**src/rtl/pcunit_stack.sv**
```systemverilog
// Program counter with conditional relative branches, a LIFO return stack for
// CALL/RET, and a single-level interrupt save/restore of PC and flags.
module pcunit_stack #(
  parameter int AW      = 12,
  parameter int DW      = 8,
  parameter int DEPTH   = 8,
  parameter int INT_VEC = 1
) (
  input  logic                       clk_i,
  input  logic                       rst_ni,
  input  logic                       clk_en_i,
  input  logic [3:0]                 pc_oper_i,
  input  logic [AW-1:0]              addr_i,
  input  logic [DW-1:0]              disp_i,
  input  logic                       pc_en_i,
  input  logic                       int_i,
  input  logic                       cc_c_i,
  input  logic                       cc_z_i,
  input  logic                       err_clr_i,
  output logic [AW-1:0]              inst_addr_o,
  output logic                       intc_o,
  output logic                       intz_o,
  output logic                       int_active_o,
  output logic [$clog2(DEPTH):0]     stack_lvl_o,
  output logic                       stack_ovf_o,
  output logic                       stack_unf_o
);

  localparam int IW = $clog2(DEPTH);
  localparam int LW = IW + 1;

  localparam logic [3:0] OP_INT  = 4'b0001;
  localparam logic [3:0] OP_BZ   = 4'b0100;
  localparam logic [3:0] OP_BNZ  = 4'b0101;
  localparam logic [3:0] OP_BC   = 4'b0110;
  localparam logic [3:0] OP_BNC  = 4'b0111;
  localparam logic [3:0] OP_JMP  = 4'b1000;
  localparam logic [3:0] OP_CALL = 4'b1100;
  localparam logic [3:0] OP_RET  = 4'b1010;
  localparam logic [3:0] OP_RETI = 4'b1011;

  logic [AW-1:0] pc_q, int_pc_q;
  logic [LW-1:0] lvl_q;
  logic          ovf_q, unf_q, act_q, intc_q, intz_q;
  logic [AW-1:0] stack_mem [DEPTH];

  logic [AW-1:0] pc_inc, disp_ext, br_tgt, pc_next;
  logic [IW-1:0] wr_idx, top_idx;
  logic          full, empty;
  logic          push, pop, ovf_set, unf_set, reti, int_take;

  assign pc_inc   = pc_q + AW'(1);
  assign disp_ext = AW'($signed(disp_i));
  assign br_tgt   = pc_inc + disp_ext;
  assign full     = (lvl_q == LW'(DEPTH));
  assign empty    = (lvl_q == '0);
  assign wr_idx   = lvl_q[IW-1:0];
  assign top_idx  = IW'(lvl_q - LW'(1));

  always_comb begin
    pc_next = pc_inc;
    push    = 1'b0;
    pop     = 1'b0;
    ovf_set = 1'b0;
    unf_set = 1'b0;
    reti    = 1'b0;
    if (pc_en_i) begin
      case (pc_oper_i)
        OP_INT:  pc_next = AW'(INT_VEC);
        OP_BZ:   if (cc_z_i)  pc_next = br_tgt;
        OP_BNZ:  if (!cc_z_i) pc_next = br_tgt;
        OP_BC:   if (cc_c_i)  pc_next = br_tgt;
        OP_BNC:  if (!cc_c_i) pc_next = br_tgt;
        OP_JMP:  pc_next = addr_i;
        OP_CALL: begin
          pc_next = addr_i;
          if (full) ovf_set = 1'b1;
          else      push    = 1'b1;
        end
        OP_RET: begin
          if (empty) unf_set = 1'b1;
          else begin
            pop     = 1'b1;
            pc_next = stack_mem[top_idx];
          end
        end
        OP_RETI: begin
          pc_next = int_pc_q;
          reti    = 1'b1;
        end
        default: pc_next = pc_inc;
      endcase
    end
  end

  // A RETI in the same cycle frees the single save slot for a new interrupt.
  assign int_take = int_i & (~act_q | reti);

  always_ff @(posedge clk_i or negedge rst_ni) begin
    if (!rst_ni) begin
      pc_q     <= '0;
      int_pc_q <= '0;
      lvl_q    <= '0;
      ovf_q    <= 1'b0;
      unf_q    <= 1'b0;
      act_q    <= 1'b0;
      intc_q   <= 1'b0;
      intz_q   <= 1'b0;
    end else if (clk_en_i) begin
      if (pc_en_i) pc_q <= pc_next;
      if (push)     lvl_q <= lvl_q + LW'(1);
      else if (pop) lvl_q <= lvl_q - LW'(1);
      if (ovf_set)        ovf_q <= 1'b1;
      else if (err_clr_i) ovf_q <= 1'b0;
      if (unf_set)        unf_q <= 1'b1;
      else if (err_clr_i) unf_q <= 1'b0;
      if (int_take) begin
        int_pc_q <= pc_q;
        intc_q   <= cc_c_i;
        intz_q   <= cc_z_i;
        act_q    <= 1'b1;
      end else if (reti) begin
        act_q    <= 1'b0;
      end
    end
  end

  // Stack entries carry no reset; only entries below the level are ever read.
  always_ff @(posedge clk_i) begin
    if (clk_en_i && push) stack_mem[wr_idx] <= pc_inc;
  end

  assign inst_addr_o  = pc_q;
  assign intc_o       = intc_q;
  assign intz_o       = intz_q;
  assign int_active_o = act_q;
  assign stack_lvl_o  = lvl_q;
  assign stack_ovf_o  = ovf_q;
  assign stack_unf_o  = unf_q;

endmodule

```
**config.mk**
```make
export PLATFORM = sky130hd
export DESIGN_NAME = pcunit_stack
export DESIGN_NICKNAME = d
export VERILOG_FILES = /design/src/rtl/pcunit_stack.sv
export SDC_FILE = /design/constraint.sdc
export NUM_CORES = 1
export LEC_CHECK = 0
export ABC_AREA = 1
export CAP_MARGIN = 40
export CORE_ASPECT_RATIO = 0.75
export CORE_MARGIN = 2
export CORE_UTILIZATION = 45
export CTS_BUF_LIST = sky130_fd_sc_hd__clkbuf_4
export CTS_CLUSTER_DIAMETER = 40
export DETAILED_ROUTE_END_ITERATION = 7
export PLACE_DENSITY = 0.71
export SYNTH_ARGS = -nofsm -noshare
export SYNTH_HDL_FRONTEND = slang
export SYNTH_SLANG_ARGS = --single-unit
```
**constraint.sdc**
```tcl
create_clock -name clk_i -period 2.8 [get_ports clk_i]
set_input_delay 0.56 -clock clk_i [delete_from_list [all_inputs] [get_ports clk_i]]
set_output_delay 0.56 -clock clk_i [all_outputs]
set_load 0.01 [all_outputs]
```
==> results.md <==
Worst setup path:
- The signal on the critical path passes through buf_4, clkdlybuf4s50_1.
- The worst endpoint required time is 2.24 ns.
- The slowest library cell on the worst path is clkdlybuf4s50_1.
- Data arrives at the worst endpoint at between 2 and 2.5 ns.
- The worst setup path is captured at an output port.
- The maximum net fanout on the critical path is 54.
- The class of the most critical setup path is reg2out.
- The type of origin of the critical path is a flip-flop.
- For this run, the slowest stage of the critical path takes 0.66 ns.

Clock network:
- Clock-pin slew was measured on the worst setup and hold paths at 0.13 ns.
- The insertion delay of the later-clocked pin in the worst-skew pair is 0.53 ns.
- TritonCTS built the clock tree.
- The number of hold buffers added after CTS was 0.
- The number of CTS-inserted buffers is 17.
- The clock net in this run drives a total of 129 sinks.
- The root buffer cell chosen for the clock tree is clkbuf_4.
- After clock tree synthesis, the repair step resized 0 gates.
- Once the clock tree was built, the setup fixing pass inserted 0 buffers.
- The clock tree synthesis step divided the H-tree into 4 levels.
- The number of buffers on the longest clock path is 2.

Pwr:
- The maximum ir drop on the vdd rail is 0.7613 mV.
- The static leakage is 3.313 nW.
- The total power is 7.209 mW.
- The power density over the cells is 900.1 nW/um2.

Detailed routing:
- The post-detailed-route wirelength per cell is 17.13 um.
- The detail route stage leaves a number of antenna-violating nets equal to 0.
- Signal routing reaches up to met4.
- The total via count in the routed design is about 5,700.
- The remaining routing DRC violations is 0.
- The first TritonRoute pass finished after 5 iterations.
- Dividing the detail-routed via count by the number of cells gives 5.526.
- The met2 wire length is 7.848 mm.
- The routed wire length on met3 is ~1.3 mm.
- In the final routing, the length of wire on met1 measures 8.191 mm.
- The final layout contains routed wiring with a total length of approximately 18 mm.
- The violation count after the first detailed-routing iteration is ~490.

Placed design:
- Prior to clock tree synthesis, the placed netlist has a worst setup slack of -0.09208 ns.
- The weighted congestion at the end of routability-driven global placement is 0.9923.
- The detailed placement HPWL is 12.33 mm.
- The placed instances occupy a cell area of 7756 um2.
- Input and output buffers added on the ports amount to 52.
- Once placement completed, the tool counted placed cells totaling around 1,000.

Timing:
- For the finished layout, the period the worst path requires is 2.642 ns.
- The worst hold margin is 0.4287 ns.
- After layout, the worst setup slack is 0.1583 ns.
- For the pin with the worst max-slew slack, the measured transition is 0.5992 ns.
- Derived from the worst setup path, the maximum achievable clock frequency is 0.3786 GHz.
- The part of the cycle the worst path needs is 94.34%.
- The accumulated negative setup slack is 0 ns.
- The clock arrives with between 0.02 and 0.03 ns of skew.
- Setup repair after global routing could not meet its margin everywhere.
- The normalized max-slew margin is 60.05%.
- The max-slew violation count is 0.
- The hold violation count in the final report is 0.
- Setup violations remaining at the end of the flow were counted as 0.

Yosys:
- For this run, the number of Yosys warnings is 0.
- Of the total synthesized cell area, the portion taken by XOR and XNOR cells is 1.807%.
- When the netlist entered floorplanning its net count stood at 781.
- Sequential cells were found to cover 54.67% of the synthesized design area.
- The synthesis-stage register bit count is 129.
- The synthesized-area fraction occupied by and/or/nand/nor cells is between 20% and 30%.
- Of the post-synthesis cell area, the part taken by muxes is less than 1%.
- The synthesized netlist devotes 3.246% of its cell area to adder and majority cells.
- The count of distinct cell types in the synthesized netlist is 45.
- The mapped netlist covers 6784 um2.
- A synthesized cell averages 9.268 um2.
- The count of mapped cells out of synthesis is 732.
- The synthesized netlist devotes 10.48% of its cell area to compound gates.
- The combinational family with the most area after synthesis is simple AND/OR/NAND/NOR gates.

GRT:
- The overall routing resource usage is 22.40%.
- The first global-routing pass estimated 27.69 mm of wire.
- The initial antenna violation count is 0.
- The number of global-route vias before repair was 5,283.
- Summed over all layers, the global routing overflow is 0.
- The pin count of the biggest net entering global routing is 55.

Die:
- The height of the chip is 110.3 um.
- For this design the top-level I/O count stands at 53.
- The starting density of the core is 46.48%.
- The die covers 16,080 um2.
- After floorplanning, the core was divided into 38 placement rows.
- The die is approximately 150 um wide.
- The core region is 14,600 um2.

Min path:
- The min-delay analysis places its worst path in the category in2async.

Layout:
- After the last flow step, the layout net total stands at 869.
- The area overhead of the layout relative to synthesis is 18.06%.
- 0 antenna diodes ended up in the layout.
- The finished layout holds 1,032 standard cells, fillers aside.
- After routing the design area is 8009 um2.
- Of the cells placed in the final design, the portion with a size suffix greater than 1 is 14.18%.
- The core occupancy in the finished layout is 54.87%.

Flow run:
- Max-cap violations in this run came to 0.

Outcome:
- The flow ran to the end, and the final reports show no timing, DRC or antenna violations.
## state kept, by name (all words and copies together) (netlist names)
register      flops
stack_mem        96
inst_addr_o      12
int_pc_q         12
stack_lvl_o       4
int_active_o      1
intc_o            1
intz_o            1
stack_ovf_o       1
stack_unf_o       1
## worst max-delay path: cells and delay by family, from the launching register on
kind     cells  cell delay, ns
flops        1            0.38
buf+inv      2            1.15
## kinds of logic after synthesis
| family | Yosys count |
|---|---|
| flops | 129 |
| mux | 6 |
| fa+ha+maj | 17 |
| xor+xnor | 11 |
| buf+inv | 91 |
| simple gates | 362 |
| compound gates | 116 |
## Yosys cell counts (all sizes together)
cell,number,share of area (%)
o211ai,12,1.3
a21oi,17,1.3
nand2,174,9.9
buf,16,1.3
mux2i,2,0.30
or2,3,0.28
nand3b,2,0.22
o2111ai,1,0.39
ha,16,3.0
o21bai,2,0.22
o22ai,3,0.28
fa,1,0.30
clkbuf,9,0.50
o221ai,4,0.52
xnor2,2,0.53
inv,66,3.7
a22o,9,1.2
and2,2,0.18
nand4,9,0.92
xor2,9,1.3
nor3,13,1.1
a21o,2,0.22
edfxtp,96,42
dfrtp,33,12
a22oi,3,0.33
nand3,60,4.7
nor2,99,6.0
a21boi,2,0.22
mux2,4,0.66
o21ai,61,4.6
## cells in the final DEF (no fill, tap or decap), types with 3 or more instances in the layout
cell and n:
o21ai_0 43, o22ai_1 3, or2_2 3, nor3_1 8, nand2_2 9, a22oi_1 3
clkdlybuf4s50_1 52, buf_4 42, a22o_1 9, o21ai_1 17, clkinv_4 4, nand2_1 165
nand3_1 58, nor2_2 6, ha_1 16, clkbuf_4 19, clkinv_2 3, inv_1 56
o221ai_1 4, xor2_1 8, a21oi_1 17, mux2_1 3, nor3_2 3, o211ai_1 12
nor2_1 90, edfxtp_1 96, inv_2 10, nand4_1 8, dfrtp_1 32, nor2_4 3
## path summary, 6_finish.rpt
kind	from	to	slack (ns)	cells after the start
min in group clk_i	int_pc_q[10]	int_pc_q[10]	0.51	2
setup / recovery	stack_lvl_o[0]	stack_lvl_o[0]	0.16	2
max in group asynchronous	rst_ni	inst_addr_o[0]	2.00	2
hold reg to reg	int_pc_q[10]	int_pc_q[10]	0.51	2
hold / removal	rst_ni	int_pc_q[6]	0.43	2
setup reg to reg	inst_addr_o[0]	inst_addr_o[11]	0.22	19
## per-layer routing
layer	track usage [%]	vias to the layer above
li1	-	2682
met1	32.49	2732
met2	33.96	253
met3	4.403	36
met4	7.633	0
met5	0	-
## where the power goes
| part | internal, mW | leakage [nW] | switching (mW) |
|---|---|---|---|
| Sequential | 2.42 | 1.25 | 0.188 |
| Combinational | 1.28 | 1.94 | 2.23 |
| Clock | 0.368 | 0.127 | 0.724 |
## layout make-up
cell class | instances | area, um2
clock buffer | 19 | 142.6
tap | 200 | 250.2
clock inverter | 12 | 86.33
multi-input combinational | 512 | 2736
sequential | 129 | 3710
timing repair buffer | 94 | 835.8
fill | 1302 | 6588
inverter | 66 | 247.7
(Power assumes the default switching activity.)
